--- src/rtl/in_skew_buffer_pkg.sv ---
// Shared types and sizing helpers for the systolic-array input skew buffer.
package in_skew_buffer_pkg;

    localparam int DEF_I_WIDTH = 8;
    localparam int DEF_F_WIDTH = 8;
    localparam int DEF_N       = 3;
    localparam int DEF_W       = DEF_I_WIDTH + DEF_F_WIDTH;

    typedef enum logic [1:0] {
        IDLE,
        STREAM,
        DRAIN
    } skew_state_t;

    function automatic int rowsWidth(input int n);
        return $clog2(n + 1);
    endfunction

    function automatic int wordWidth(input int iw, input int fw);
        return iw + fw;
    endfunction

endpackage

--- src/rtl/skew_row_delay.sv ---
// Enable-driven delay line for one array row; data, valid and last tags move together.
module skew_row_delay #(
    parameter int DEPTH = 1,
    parameter int W     = 16
) (
    input  logic         clk_i,
    input  logic         rst_n_i,
    input  logic         en_i,
    input  logic [W-1:0] in_data_i,
    input  logic         in_valid_i,
    input  logic         in_last_i,
    output logic [W-1:0] out_data_o,
    output logic         out_valid_o,
    output logic         out_last_o
);

    logic [W-1:0]     r_data [DEPTH];
    logic [DEPTH-1:0] r_valid;
    logic [DEPTH-1:0] r_last;

    always_ff @(posedge clk_i) begin
        if (!rst_n_i) begin
            for (int i = 0; i < DEPTH; i++) begin
                r_data[i] <= '0;
            end
            r_valid <= '0;
            r_last  <= '0;
        end else if (en_i) begin
            r_data[0]  <= in_data_i;
            r_valid[0] <= in_valid_i;
            r_last[0]  <= in_last_i;
            for (int i = 1; i < DEPTH; i++) begin
                r_data[i]  <= r_data[i-1];
                r_valid[i] <= r_valid[i-1];
                r_last[i]  <= r_last[i-1];
            end
        end
    end

    assign out_data_o  = r_data[DEPTH-1];
    assign out_valid_o = r_valid[DEPTH-1];
    assign out_last_o  = r_last[DEPTH-1];

endmodule

--- src/rtl/in_skew_buffer.sv ---
// Input skew buffer: row r of each accepted vector is delayed by r advances so data
// enters the PE array diagonally; end-of-frame drains the stagger with zero-fill.
module in_skew_buffer
    import in_skew_buffer_pkg::*;
#(
    parameter int I_WIDTH    = DEF_I_WIDTH,
    parameter int F_WIDTH    = DEF_F_WIDTH,
    parameter int N          = DEF_N,
    parameter int ROWS_WIDTH = rowsWidth(N)
) (
    input  logic                                   clk_i,
    input  logic                                   rst_n_i,
    input  logic                                   cfg_ld_i,
    input  logic [ROWS_WIDTH-1:0]                  active_rows_i,
    input  logic [N*wordWidth(I_WIDTH,F_WIDTH)-1:0] in_data_i,
    input  logic                                   in_valid_i,
    input  logic                                   in_last_i,
    output logic                                   in_ready_o,
    output logic [N*wordWidth(I_WIDTH,F_WIDTH)-1:0] out_data_o,
    output logic [N-1:0]                           out_valid_o,
    output logic                                   out_last_o,
    output logic                                   busy_o
);

    localparam int W = wordWidth(I_WIDTH, F_WIDTH);

    skew_state_t           r_state;
    skew_state_t           w_nextState;
    logic [ROWS_WIDTH-1:0] r_activeRows;
    logic [ROWS_WIDTH-1:0] r_drainCnt;
    logic [ROWS_WIDTH-1:0] w_cfgRows;
    logic                  r_advQ;
    logic                  w_accept;
    logic                  w_advance;
    logic                  w_lastSel;
    logic [N-1:0]          w_rowValid;
    logic [N-1:0]          w_rowLast;

    assign in_ready_o = (r_state != DRAIN);
    assign w_accept   = in_valid_i & in_ready_o;
    assign w_advance  = w_accept | (r_state == DRAIN);
    assign busy_o     = (r_state != IDLE);

    always_comb begin
        w_cfgRows = active_rows_i;
        if (active_rows_i == '0) begin
            w_cfgRows = ROWS_WIDTH'(1);
        end else if (active_rows_i > ROWS_WIDTH'(N)) begin
            w_cfgRows = ROWS_WIDTH'(N);
        end
    end

    always_comb begin
        w_nextState = r_state;
        case (r_state)
            IDLE, STREAM: begin
                if (w_accept) begin
                    if (!in_last_i) begin
                        w_nextState = STREAM;
                    end else if (r_activeRows > ROWS_WIDTH'(1)) begin
                        w_nextState = DRAIN;
                    end else begin
                        w_nextState = IDLE;
                    end
                end
            end
            DRAIN: begin
                if (r_drainCnt <= ROWS_WIDTH'(1)) begin
                    w_nextState = IDLE;
                end
            end
            default: w_nextState = IDLE;
        endcase
    end

    // The drain counter is loaded with active_rows-1 on entry so the deepest active row empties exactly.
    always_ff @(posedge clk_i) begin
        if (!rst_n_i) begin
            r_state      <= IDLE;
            r_activeRows <= ROWS_WIDTH'(N);
            r_drainCnt   <= '0;
            r_advQ       <= 1'b0;
        end else begin
            r_state <= w_nextState;
            r_advQ  <= w_advance;
            if (r_state == IDLE && cfg_ld_i) begin
                r_activeRows <= w_cfgRows;
            end
            if (w_nextState == DRAIN && r_state != DRAIN) begin
                r_drainCnt <= r_activeRows - ROWS_WIDTH'(1);
            end else if (r_state == DRAIN) begin
                r_drainCnt <= r_drainCnt - ROWS_WIDTH'(1);
            end
        end
    end

    for (genvar r = 0; r < N; r++) begin : g_row
        logic         w_rowActive;
        logic [W-1:0] w_inWord;
        logic         w_inValid;
        logic         w_inLast;

        assign w_rowActive = (ROWS_WIDTH'(r) < r_activeRows);
        assign w_inWord    = (w_rowActive && r_state != DRAIN) ? in_data_i[r*W +: W] : '0;
        assign w_inValid   = w_rowActive & w_accept;
        assign w_inLast    = w_rowActive & w_accept & in_last_i;

        skew_row_delay #(
            .DEPTH(r + 1),
            .W    (W)
        ) u_rowDelay (
            .clk_i      (clk_i),
            .rst_n_i    (rst_n_i),
            .en_i       (w_advance),
            .in_data_i  (w_inWord),
            .in_valid_i (w_inValid),
            .in_last_i  (w_inLast),
            .out_data_o (out_data_o[r*W +: W]),
            .out_valid_o(w_rowValid[r]),
            .out_last_o (w_rowLast[r])
        );

        // Gating with the registered advance stops a held word from reading as valid twice.
        assign out_valid_o[r] = r_advQ & w_rowValid[r];
    end

    always_comb begin
        w_lastSel = 1'b0;
        for (int r = 0; r < N; r++) begin
            if (ROWS_WIDTH'(r) == r_activeRows - ROWS_WIDTH'(1)) begin
                w_lastSel = out_valid_o[r] & w_rowLast[r];
            end
        end
    end

    assign out_last_o = w_lastSel;

endmodule

--- config.mk ---
export PLATFORM = sky130hd
export DESIGN_NAME = in_skew_buffer
export DESIGN_NICKNAME = d
export VERILOG_FILES = /design/src/rtl/in_skew_buffer_pkg.sv /design/src/rtl/skew_row_delay.sv /design/src/rtl/in_skew_buffer.sv
export SDC_FILE = /design/constraint.sdc
export NUM_CORES = 1
export LEC_CHECK = 0
export CORE_MARGIN = 3
export CORE_UTILIZATION = 45
export DETAILED_ROUTE_END_ITERATION = 6
export GPL_ROUTABILITY_DRIVEN = 0
export PLACE_DENSITY = 0.75
export SYNTH_ARGS = -nofsm -noshare
export SYNTH_HDL_FRONTEND = slang
export SYNTH_SLANG_ARGS = --single-unit
export TNS_END_PERCENT = 20
--- constraint.sdc ---
create_clock -name clk_i -period 3.3 [get_ports clk_i]
set_clock_uncertainty 0.05 [all_clocks]
set_input_delay 0.66 -clock clk_i [delete_from_list [all_inputs] [get_ports clk_i]]
set_output_delay 0.66 -clock clk_i [all_outputs]
set_load 0.03 [all_outputs]
# Word-level counts from Yosys, hierarchy flattened
# Memory sizes are Yosys's and may differ from the RTL's.
# Index checks and enable logic that the tools add are counted.
dict set report totals {
  reg_bits 19
  latch_bits 0
  ramBits 96
  mem_bits_ro 0
  input_bits 55
  out_inout_bits 54
  elab_cells 84
  memories 3
}
dict set report op_classes {
  n_addsub 2
  mul 0
  div 0
  n_lt_le_gt_ge 6
  n_eq_ne 6
  shifts 0
  n_mux 26
  bitwise_logic 19
  reduce_logical 12
}
# memory words word_bits read_ports rd_clocked_by_memory_dff wr line_no
set memory_table {}
lappend memory_table {{g_row[2].u_rowDelay.r_data} 3 16 3 0 3 skew_row_delay.sv:17} ;# logic [W-1:0] r_data [DEPTH];
lappend memory_table {{g_row[1].u_rowDelay.r_data} 2 16 2 0 2 skew_row_delay.sv:17}
lappend memory_table {{g_row[0].u_rowDelay.r_data} 1 16 1 0 1 skew_row_delay.sv:17}
# operator count
set ops {}
lappend ops {{16-bit two-way mux} 9}
lappend ops {{2-bit two-way mux} 8}
lappend ops {{16-bit OR reduction} 1}
lappend ops {{1-bit bitwise AND} 13}
lappend ops {{1-bit two-way mux} 8}
lappend ops {{2-bit zero test} 3}
lappend ops {{1-bit bitwise OR} 6}
lappend ops {{1-bit logical AND} 5}
lappend ops {{2-bit == test, second input constant} 2}
lappend ops {{1-bit by 2-bit < comparator with 1-bit output, first input constant} 2}
lappend ops {{2-bit case mux with 2 select lines} 1}
lappend ops {{2-bit nonzero test} 2}
lappend ops {{2-bit by 1-bit subtractor with 2-bit output, second input constant} 2}
lappend ops {{1-bit by 2-bit == test with 1-bit output, first input constant} 1}
lappend ops {{2-bit by 1-bit == test with 1-bit output, second input constant} 1}
lappend ops {{2-bit == test, first input constant} 1}
lappend ops {{2-bit by 1-bit greater-than comparator with 1-bit output, second input constant} 1}
lappend ops {{2-bit greater-than comparator, second input constant} 1}
lappend ops {{2-bit by 1-bit <= comparator with 1-bit output, second input constant} 1}
lappend ops {{2-bit < comparator, first input constant} 1}
lappend ops {{2-bit != test, second input constant} 1}
lappend ops {{2-bit OR reduction} 1}

# Depth between registers and ports, before layout
# Gate-level depths: netlist of run 1.
dict set report depth {
  word_depth 8
  ltp_mapped 6
  ltp_nobuf 5
}

# Cells and area by module
# From an unflattened synthesis of run 1, not the netlist that was laid out.
dict set report unflattened {
  cells_unflattened 396
  hier_area_um2 5167.5
}
# module n_inst cells_per_inst area_each_um2 seq_area_each_um2
set modules_own_cells {}
lappend modules_own_cells {{skew_row_delay at g_row[2].u_rowDelay} 1 143 2172.1 1561.5}
lappend modules_own_cells {{skew_row_delay at g_row[1].u_rowDelay} 1 100 1506.4 1041.0}
lappend modules_own_cells {in_skew_buffer 1 111 792.0 140.1}
lappend modules_own_cells {{skew_row_delay at g_row[0].u_rowDelay} 1 42 696.9 520.5}

# Least setup slack after synthesis of run 1
# No wires, ideal clock.
dict set report synth_timing {
  path_kind {in2reg}
  startpoint {in rst_n_i}
  endpoint {mem g_row[0].u_rowDelay.r_data[0][0] (enable)}
  setup_ns 0.450
  t_arrival_ns 3.069
  required_ns 2.800
  setup_slack_ns -0.268
  path_stages 4
  n_path_buf 1
  path_cell_list {inv_1 > nor3_1 > buf_2 > inv_1}
}
dict set report synth_between {
  elab_chain_cells 4
}
# element line_no
set synth_rtl {}
lappend synth_rtl {{start, declared} in_skew_buffer.sv:12} ;# input logic rst_n_i,
lappend synth_rtl {{1-bit two-way mux} skew_row_delay.sv:22} ;# if (!rst_n_i) begin
lappend synth_rtl {{1-bit two-way mux (implied by the code)} skew_row_delay.sv:29} ;# r_data[0] <= in_data_i;
lappend synth_rtl {{16-bit OR reduction (no source line)} -}
lappend synth_rtl {{1-bit two-way mux (no source line) *} -}
lappend synth_rtl {{end, declared} skew_row_delay.sv:17}
# Mark *: on every way between the ends. The rest lies on a longest branch, timed or not.

# Final worst setup path of run 1
dict set report layout_timing {
  startpoint {reg r_activeRows[0]}
  endpoint {out out_last_o}
}
dict set report layout_between {
  elab_chain_cells 5
}
# element line_no
set layout_rtl {}
lappend layout_rtl {{start, declared} in_skew_buffer.sv:29} ;# logic [ROWS_WIDTH-1:0] r_activeRows;
lappend layout_rtl {{start signal, assigned} in_skew_buffer.sv:80} ;# r_activeRows <= ROWS_WIDTH'(N);
lappend layout_rtl {{start signal, assigned} in_skew_buffer.sv:87} ;# r_activeRows <= w_cfgRows;
lappend layout_rtl {{2-bit by 1-bit subtractor with 2-bit output *} in_skew_buffer.sv:130} ;# if (ROWS_WIDTH'(r) == r_activeRows - ROWS_WIDTH'(1)) begin
lappend layout_rtl {{2-bit zero test} in_skew_buffer.sv:130}
lappend layout_rtl {{1-bit two-way mux (2 in a row)} in_skew_buffer.sv:130}
lappend layout_rtl {{1-bit two-way mux *} in_skew_buffer.sv:130}
lappend layout_rtl {{end, declared} in_skew_buffer.sv:21} ;# output logic out_last_o,
# Marked as above.

==> run summary, run 1 <==
overall global routing resource usage = 13.9%
CTS tree = yes
Initial DRC Count = 152
Period minus WS final = 3.04 ns
area leader, netlist = edfxtp_1
die area = 0.0116 mm2
drt pass-1 iters = 5
H-Tree Depth = 4
sequential share of the synthesized area = 70.1%
die width = 108 um
Hold Crit Class = reg -> reg
gr ovfl total = 0
cts bufs inserted = 17
antenna-violating nets left = 0
vias in the first global route = 2601
Port Buffers = 108
Synth cell types = 36
PD cells = 611 mW/mm2
clk_lat worst skew = 0.49 ns
Post-CTS Setup Repair Bufs = 0
CP cell instances = inv_1 -> ha_1 -> o21a_1 -> o21ai_0 -> clkdlybuf4s50_1
Hold Slack = 0.416 ns
Crit Path Max Fanout = 7
Mapped Cells = 316
Data arrival, critical path = 2.33 ns
Crit. Startpoint = r_activeRows[0]$_SDFFE_PN1P_
CTS Hold Bufs = 0
Layout Nets = 466
fill count = 777
Max VDD drop = 0.264 mV
status = completed
largest net degree at the start of global routing = 97
Max Cap Violations = 0
Setup crit start kind = register
top cells by count, synth = and2_1, edfxtp_1, buf_4
Post-Syn Area = 0.00465 mm2
Worst Setup Path Type = reg -> out
Die Span Y = 108 um
area of the multi-input gates = 0.00107 mm2
clk slew on worst S/H paths = 0.05 ns
CP peak stage delay = 0.71 ns
share of cells above drive strength 1 = 8.63%
antenna violations before repair = 0
Final Hold Violating Endpoints = 0
post-synthesis async set-or-reset flop share = 0%
synth warn = 0
DRT Wirelength = 7450 um
Tcrit/Tclk final = 92.2%
Max clock buf depth = 2
initial core utilization = 47.0%
Std-Cell Rows = 36
Layout area overhead = 33.3%
slowest cell on the critical path = clkdlybuf4s50_1
HPWL reported at the end of detailed placement = 4890 um
DRC Markers = 0
Synth Flop Type = edfxtp_1
worst slew pin tran = 0.738 ns
wire length per cell = 13.5 um
post-cts resize count = 0
Reg-to-Reg Start = r_activeRows[1]$_SDFFE_PN1P_
first-pass GRT wire length = 12200 um
main area contributors after synthesis = edfxtp_1, and2_1, dfxtp_1
RSZ-0062 raised after global routing = no
syn nets = 378
IO Count = 109
routed vias/inst = 4.59
Worst setup EP type = primary output
Vias = 2526
design area = 0.00620 mm2
post-synth top area share = 61.9%
final setup fails = 0
CTS root buf = clkbuf_8
clk sinks = 115
worst endpoint required time = 2.59 ns
core box area = 0.00991 mm2
diode count = 0
most numerous cell in the Yosys netlist = and2_1
setup TNS = 0 ns
Final Max Slew Viols = 0
placed inst area = 0.00564 mm2
post-layout util = 62.6%
Max-slew headroom = 50.4%
Leak Pwr = 2.43 nW
Post-synth EDFFs = 96
mean area per synthesized cell = 14.7 um2
FF+latch area = 0.00326 mm2
Hold Startpoint = g_row[1].u_rowDelay.r_valid[0]$_SDFFE_PN0P_
FMAX = 329 MHz
register bit total from synthesis = 115
## registers in the layout, indices dropped and copies added (netlist names)
name	count
g_row.u_rowDelay.out_last_o	1
g_row.u_rowDelay.out_valid_o	1
g_row.u_rowDelay.r_data	96
g_row.u_rowDelay.r_last	5
g_row.u_rowDelay.r_valid	5
r_activeRows	2
r_advQ	1
r_drainCnt	2
r_state	2
## placed cells by master (no fill, tap or decap), drive strengths merged
cell type / Yosys / final
a2111oi: 1 / 1
a21o: 3 / 3
a21oi: 2 / 2
a22o: 8 / 8
a31oi: 1 / 1
and2: 100 / 100
and2b: 1 / 1
and3: 1 / 1
and3b: 1 / 1
and4: 1 / 1
buf: 41 / 3
bufinv: 0 / 1
clkbuf: 1 / 28
clkdlybuf4s50: 0 / 108
clkinv: 0 / 3
clkinvlp: 0 / 1
dfxtp: 19 / 19
edfxtp: 96 / 96
ha: 7 / 7
inv: 7 / 6
nand2: 2 / 2
nand2b: 3 / 3
nand3: 1 / 1
nand3b: 1 / 1
nand4: 2 / 2
nor2: 2 / 2
nor3: 1 / 1
nor3b: 1 / 1
nor4: 2 / 2
o211ai: 3 / 3
o21a: 1 / 1
o21ai: 3 / 3
o32a: 1 / 1
o32ai: 1 / 1
or2: 1 / 1
or3: 1 / 1
## area by class of cell
cell class | instances | share of cell area, %
Tap cell | 133 | 2.68
Clock buffer | 28 | 8.33
Clock inverter | 4 | 0.726
Inverter | 7 | 0.484
Sequential cell | 115 | 52.6
Multi-Input combinational cell | 152 | 17.2
Timing Repair Buffer | 111 | 18.0
## routing by layer
layer  track usage [%]  part of all wire, %  up-vias
li1                  -                    -     1253
met1              15.6                   40     1188
met2              24.0                   53       73
met3              4.32                  4.7       12
met4              6.85                  1.7        0
met5                 0                    0        -
## where the power goes
part / internal [mW] / leakage, nW / switching (mW) / total (mW)
clock: 1.12 / 0.278 / 0.559 / 1.68
combinational: 0.182 / 0.924 / 0.207 / 0.388
sequential: 1.69 / 1.23 / 0.0317 / 1.72
## worst paths after layout
check / end / cells after the start / slack [ns]
setup reg to reg: g_row[1].u_rowDelay.r_data[0][13]$_SDFFCE_PN0P_ / 5 / 1.36
setup / recovery: out_last_o / 5 / 0.26
hold / removal: g_row[1].u_rowDelay.r_valid[0]$_SDFFE_PN0P_ / 1 / 0.42
hold reg to reg: g_row[1].u_rowDelay.r_valid[0]$_SDFFE_PN0P_ / 1 / 0.42
## worst max-delay path, delay by kind of cell (launching register included)
family	cells	cell delay [ns]
buffers and inverters	2	0.81
flip-flops	1	0.45
AO/OA/AOI/OAI	2	0.36
adder cells (fa/ha/maj)	1	0.22
## logic make-up after synthesis
group	Yosys count	synth area share (%)
simple gates	121	16.9
flops	115	70.1
buf+inv	49	6.99
compound gates	24	4.14
fa+ha+maj	7	1.88
## stage by stage
stage	instances	power, mW	setup slack [ns]
after detailed placement	518	2.15	0.610
after global routing	550	3.93	0.120
after floorplan	316	1.99	0.113
final	550	3.79	0.259
after CTS	550	3.83	0.203
after global placement	518	2.14	0.651
(Power assumes the default switching activity.)
==> run 2, diff against run 1 <==
- CORE_MARGIN: 3 -> 2
- GPL_TIMING_DRIVEN: not set -> 0
- HOLD_SLACK_MARGIN: not set -> 0.06
==> run 2 against run 1 <==
- register-to-register slack worse by 0.72 ns
- cell area is 5.3% higher
- die area is 3.7% lower
- sequential cell count unchanged
- core utilization increased by 1.6 points
- non-clock buffer count increased by 41
- hold slack got worse by 0.0087 ns
- clock-buffer cell count decreased by 11
- cell count rose by 7.6%
==> run summary, run 2 (synthesized netlist as in run 1, its figures left out) <==
commonest non-fill, non-tap cell in the layout = clkdlybuf4s50_1
Period minus WS final = 3.10 ns (+0.0559 ns)
most frequent cells in the layout = clkdlybuf4s50_1, and2_1, edfxtp_1, buf_4, dfxtp_1
cts bufs inserted = 17 (unchanged)
Port Buffers = 108 (unchanged)
largest net degree at the start of global routing = 45 (-54%)
gr ovfl total = 0 (unchanged)
vias in the first global route = 2637 (+1.4%)
Leak Pwr = 2.66 nW (+9.6%)
antenna violations before repair = 0 (unchanged)
fill count = 766 (-1.4%)
status = completed
PD cells = 603 mW/mm2 (-1.2%)
Max clock buf depth = 2 (unchanged)
Vias = 2701 (+6.9%)
Worst setup EP type = register
clk_lat worst skew = 0.50 ns (about the same)
HPWL reported at the end of detailed placement = 5240 um (+7.1%)
Data arrival, critical path = 3.29 ns (+0.96 ns)
Post-CTS Setup Repair Bufs = 0 (unchanged)
Initial DRC Count = 79 (-48%)
share of cells above drive strength 1 = 16.7% (+8.0 points)
clk slew on worst S/H paths = 0.05 ns (about the same)
Tcrit/Tclk final = 93.9% (+1.7 points)
overall global routing resource usage = 14.6% (+0.65 points)
Max-slew headroom = 60.7% (+10 points)
Crit Path Max Fanout = 44 (+37)
Std-Cell Rows = 37 (+2.8%)
FMAX = 323 MHz (-1.8%)
Final Hold Violating Endpoints = 0 (unchanged)
Max Cap Violations = 0 (unchanged)
H-Tree Depth = 4 (unchanged)
IO Count = 109 (unchanged)
Hold Slack = 0.407 ns (-0.00873 ns)
drt pass-1 iters = 6 (+1)
clk sinks = 115 (unchanged)
Reg2Reg Setup Slack = 0.64 ns (-0.72 ns)
routed vias/inst = 4.56 (-0.66%)
post-layout util = 64.2% (+1.6 points)
die area = 0.0112 mm2 (-3.7%)
die width = 106 um (-1.9%)
DRT Wirelength = 7690 um (+3.2%)
CTS root buf = clkbuf_8
CTS tree = yes
RSZ-0062 raised after global routing = no
Switch Pwr = 0.830 mW (+4.2%)
antenna-violating nets left = 0 (unchanged)
design area = 0.00653 mm2 (+5.3%)
setup TNS = 0 ns (unchanged)
DRC Markers = 0 (unchanged)
switching part of the total = 21.1% (+0.027 points)
first-pass GRT wire length = 12100 um (-0.84%)
worst slew pin tran = 0.588 ns (-0.150 ns)
final setup fails = 0 (unchanged)
Final Max Slew Viols = 0 (unchanged)
placed inst area = 0.00595 mm2 (+5.5%)
Max VDD drop = 0.385 mV (+46%)
initial core utilization = 45.7% (-1.3 points)
wire length per cell = 13.0 um (-4.2%)
Layout area overhead = 40.4%
max FFs per register = 96 (unchanged)
Layout Nets = 507 (+8.8%)
Setup crit start kind = input pin
Comb pwr share = 11.1% (+0.9 points)
Seq pwr share = 43.7% (-1.8 points)
Worst Setup Path Type = in -> reg
core box area = 0.0102 mm2 (+2.8%)
Hold Crit Class = reg -> reg
Die Span Y = 106 um (-1.9%)
part of the power in the clock network = 45.2% (+0.9 points)
registers with the most flip-flops = g_row.u_rowDelay.r_data: 96 flops, g_row.u_rowDelay.r_last: 5 flops, g_row.u_rowDelay.r_valid: 5 flops
worst endpoint required time = 3.49 ns (+0.90 ns)
diode count = 0 (unchanged)
Most flops, register = g_row.u_rowDelay.r_data
Int Pwr = 3.11 mW (+4.0%)
==> run 2: cell count changes in the layout (fill, tap and decap cells not counted), moves of 3 or more <==
cell       change
buf_4         +31
clkbuf_8       -4
bufinv_16      +3
buf_2          +7
clkinv_1       +5
clkbuf_1       -6
==> run 2: critical path, stage by stage <==
cell	delay, ns
clkdlybuf4s50_1	0.57
inv_1	0.22
nor3_1	0.39
buf_2	0.31
clkinvlp_4	0.54
buf_12	0.38
buf_12	0.20
==> run 2: layout make-up <==
cell class | count | area (um2) | share of cell area [%]
Clock buffer | 17 | 414 | 6.34
Sequential cell | 115 | 3260 | 49.9
Clock inverter | 13 | 168 | 2.57
Inverter | 7 | 30.0 | 0.460
Timing Repair Buffer | 110 | 1120 | 17.2
Buffer | 42 | 299 | 4.58
Tap cell | 136 | 170 | 2.60
Multi-Input combinational cell | 152 | 1070 | 16.3
==> run 2: layer usage <==
layer  global-route usage (%)  routed length, um  vias up  part of all wire (%)
met5                        0                  0        -                     0
met4                     6.58                116        0                   1.5
met3                     5.81                552       13                   7.2
met2                     25.5               4060       94                    53
met1                     15.4               2960     1260                    38
li1                         -                  -     1334                     -
==> run 2: worst paths after layout <==
| path | from | to | cells past startpoint |
|---|---|---|---|
| hold reg to reg | g_row[2].u_rowDelay.r_valid[0]$_SDFFE_PN0P_ | g_row[2].u_rowDelay.r_valid[0]$_SDFFE_PN0P_ | 1 |
| setup / recovery | rst_n_i | g_row[2].u_rowDelay.r_data[0][16]$_SDFFCE_PN0P_ | 7 |
| setup reg to reg | r_state[0]$_SDFF_PN0_ | g_row[2].u_rowDelay.r_data[0][16]$_SDFFCE_PN0P_ | 6 |
| hold / removal | g_row[2].u_rowDelay.r_valid[0]$_SDFFE_PN0P_ | g_row[2].u_rowDelay.r_valid[0]$_SDFFE_PN0P_ | 1 |
==> run 2: power by group through the flow <==
| stage | combinational, mW | sequential [mW] | clock [mW] |
|---|---|---|---|
| 6_report | 0.438 | 1.72 | 1.78 |
| 5_1_grt | 0.467 | 1.73 | 1.89 |
| 4_1_cts | 0.443 | 1.72 | 1.82 |
| 3_5_place_dp | 0.441 | 1.75 | 0 |
| 3_3_place_gp | 0.427 | 1.75 | 0 |
| 2_1_floorplan | 0.216 | 1.78 | 0 |
==> run 2: through the flow <==
step / power (mW) / cells / setup slack [ns]
global route: 4.09 / 592 / 0.0739
global placement: 2.18 / 560 / -1.23
CTS: 3.99 / 592 / 0.0769
detailed placement: 2.19 / 562 / -0.326
finish: 3.94 / 592 / 0.203
floorplan: 1.99 / 316 / 0.113
==> run 2: what timing repair did <==
item                                   CTS  global route
endpoints found under the hold margin    0             0
setup endpoints to repair                0             1
resized for setup                        0             1
hold buffers                             0             0
==> run 3, diff against run 2 <==
- CORE_MARGIN: 2 -> not set
- SKIP_LAST_GASP: not set -> 1
==> run 3 against run 2 <==
- cell count decreased by 0.17%
- fmax barely moved
- hold slack better by 0.00089 ns
- core utilization grew 1.4 points
- clock-buffer cell count increased by 5
- die area down 3.7%
- wire length fell by 0.85%
- non-clock buffer count stayed put
- sequential cell count unchanged
- combinational power about the same
- sequential power barely moved
- worst setup slack improved by 0.0014 ns
- largest cell class unchanged
==> run summary, run 3 (synthesized netlist as in run 1, its figures left out) <==
status = completed
Tcrit/Tclk final = 93.8% (about the same)
worst slew pin tran = 0.538 ns (-0.0499 ns)
slowest cell on the critical path = clkdlybuf4s50_1
Die Span Y = 104 um (-1.9%)
Layout Nets = 507 (unchanged)
die area = 0.0108 mm2 (-3.7%)
Most flops, register = g_row.u_rowDelay.r_data
largest net degree at the start of global routing = 49 (+8.9%)
Max clock buf depth = 2 (unchanged)
IO Count = 109 (unchanged)
H-Tree Depth = 4 (unchanged)
clk_lat worst skew = 0.51 ns (about the same)
Pwr Total = 3.79 mW (-3.9%)
registers with the most flip-flops = g_row.u_rowDelay.r_data: 96 flops, g_row.u_rowDelay.r_last: 5 flops, g_row.u_rowDelay.r_valid: 5 flops
Period minus WS final = 3.10 ns (-0.00136 ns)
CTS Hold Bufs = 0 (unchanged)
Hold Crit Class = reg -> reg
critical path depth in cells = 5 (-2)
clk sinks = 115 (unchanged)
initial core utilization = 47.0% (+1.3 points)
Routed met1 length = 3070 um (+3.8%)
most frequent cells in the layout = clkdlybuf4s50_1, and2_1, edfxtp_1, buf_4, dfxtp_1
routed length on met3 = 445 um (-19%)
CTS root buf = clkbuf_8
CP peak stage delay = 0.72 ns (+0.15 ns)
Port Buffers = 108 (unchanged)
overall global routing resource usage = 15.6% (+1.0 points)
Data arrival, critical path = 2.39 ns (-0.90 ns)
met2 WL post-DR = 3970 um (-2.1%)
final setup fails = 0 (unchanged)
gr ovfl total = 0 (unchanged)
diode count = 0 (unchanged)
Setup crit start kind = register
Worst setup EP type = primary output
CTS tree = yes
RSZ-0062 raised after global routing = no
Max Used Layer = met4
Top delay family on crit path = buffers and inverters
Worst Hold Depth = 1 (unchanged)
Std-Cell Rows = 36 (-2.7%)
clk slew on worst S/H paths = 0.05 ns (about the same)
wire length per cell = 12.9 um (-0.68%)
Vias = 2714 (+0.48%)
Reg2Reg Setup Slack = 0.89 ns (+0.25 ns)
DRC Markers = 0 (unchanged)
Hold Slack = 0.408 ns (+0.000893 ns)
Leak Pwr = 2.63 nW (-1.1%)
Max-slew headroom = 64.0% (+3.3 points)
max FFs per register = 96 (unchanged)
vias in the first global route = 2675 (+1.4%)
first-pass GRT wire length = 12600 um (+3.5%)
R2R cell count = 5 (-1)
cts bufs inserted = 17 (unchanged)
FMAX = 323 MHz (about the same)
Max VDD drop = 0.323 mV (-16%)
Buf/Inv on CP = 2 (-4)
routed vias/inst = 4.59 (+0.65%)
DRT Wirelength = 7620 um (-0.85%)
Initial DRC Count = 66 (-16%)
HPWL reported at the end of detailed placement = 5220 um (-0.25%)
core box area = 0.00991 mm2 (-2.7%)
drt pass-1 iters = 4 (-2)
worst endpoint required time = 2.59 ns (-0.90 ns)
antenna-violating nets left = 0 (unchanged)
Crit Path Max Fanout = 7 (-84%)
Final Hold Violating Endpoints = 0 (unchanged)
Post-CTS Setup Repair Bufs = 0 (unchanged)
placed cell count = 559 (-0.53%)
CP cell instances = inv_1 -> ha_1 -> o21a_1 -> o21ai_0 -> clkdlybuf4s50_1
PD cells = 583 mW/mm2 (-3.3%)
post-cts resize count = 0 (unchanged)
antenna violations before repair = 0 (unchanged)
share of cells above drive strength 1 = 17.2% (+0.58 points)
post-route insts no fill = 591 (-0.17%)
Layout area overhead = 39.5%
commonest non-fill, non-tap cell in the layout = clkdlybuf4s50_1
Final Max Slew Viols = 0 (unchanged)
setup TNS = 0 ns (unchanged)
Max Cap Violations = 0 (unchanged)
die width = 104 um (-1.9%)
Worst Setup Path Type = reg -> out
==> run 3: cell types whose count changed in the layout (fill, tap and decap cells not counted) <==
| cell | previous run | this run |
|---|---|---|
| buf_12 | 2 | 1 |
| buf_16 | 0 | 1 |
| bufinv_16 | 4 | 1 |
| clkbuf_1 | 0 | 3 |
| clkbuf_8 | 1 | 3 |
| clkdlybuf4s50_1 | 107 | 108 |
| clkinv_1 | 5 | 1 |
| clkinv_2 | 1 | 4 |
| clkinv_4 | 1 | 2 |
| dlymetal6s2s_1 | 1 | 0 |
==> run 3: final cells by class <==
| type | count | area (um2) |
|---|---|---|
| tap | 133 | 166 |
| sequential | 115 | 3260 |
| fill | 730 | 3420 |
| inverter | 7 | 30.0 |
| timing repair buffer | 110 | 1130 |
| multi-input combinational | 152 | 1070 |
| clock inverter | 10 | 86.3 |
| buffer | 42 | 299 |
| clock buffer | 22 | 453 |
==> run 3: path summary, 6_finish.rpt <==
kind / start / end
min reg2reg: g_row[2].u_rowDelay.r_valid[0]$_SDFFE_PN0P_ / g_row[2].u_rowDelay.r_valid[0]$_SDFFE_PN0P_
max reg2reg: r_state[0]$_SDFF_PN0_ / g_row[1].u_rowDelay.r_data[0][2]$_SDFFCE_PN0P_
min: g_row[2].u_rowDelay.r_valid[0]$_SDFFE_PN0P_ / g_row[2].u_rowDelay.r_valid[0]$_SDFFE_PN0P_
max: r_activeRows[0]$_SDFFE_PN1P_ / out_last_o
==> run 3: routing by layer <==
layer	up-vias	track usage, %
met5	-	0
met4	0	8.16
met3	13	6.54
met2	97	26.3
met1	1266	16.6
li1	1338	-
==> run 3: per-stage QoR <==
step                      worst slack [ns]  utilization (%)  instance area, um2
after global placement               -1.22             59.6                5910
after CTS                            0.166             65.5                6490
after floorplan                      0.113                -                4660
after global routing                0.0732             65.5                6490
final                                0.204             65.5                6490
after detailed placement           -0.0967             60.1                5950
==> run 3: report_power, final <==
group	total, mW	switching [mW]	internal [mW]
clock network	1.63	0.598	1.03
logic	0.438	0.216	0.222
registers	1.72	0.0310	1.69
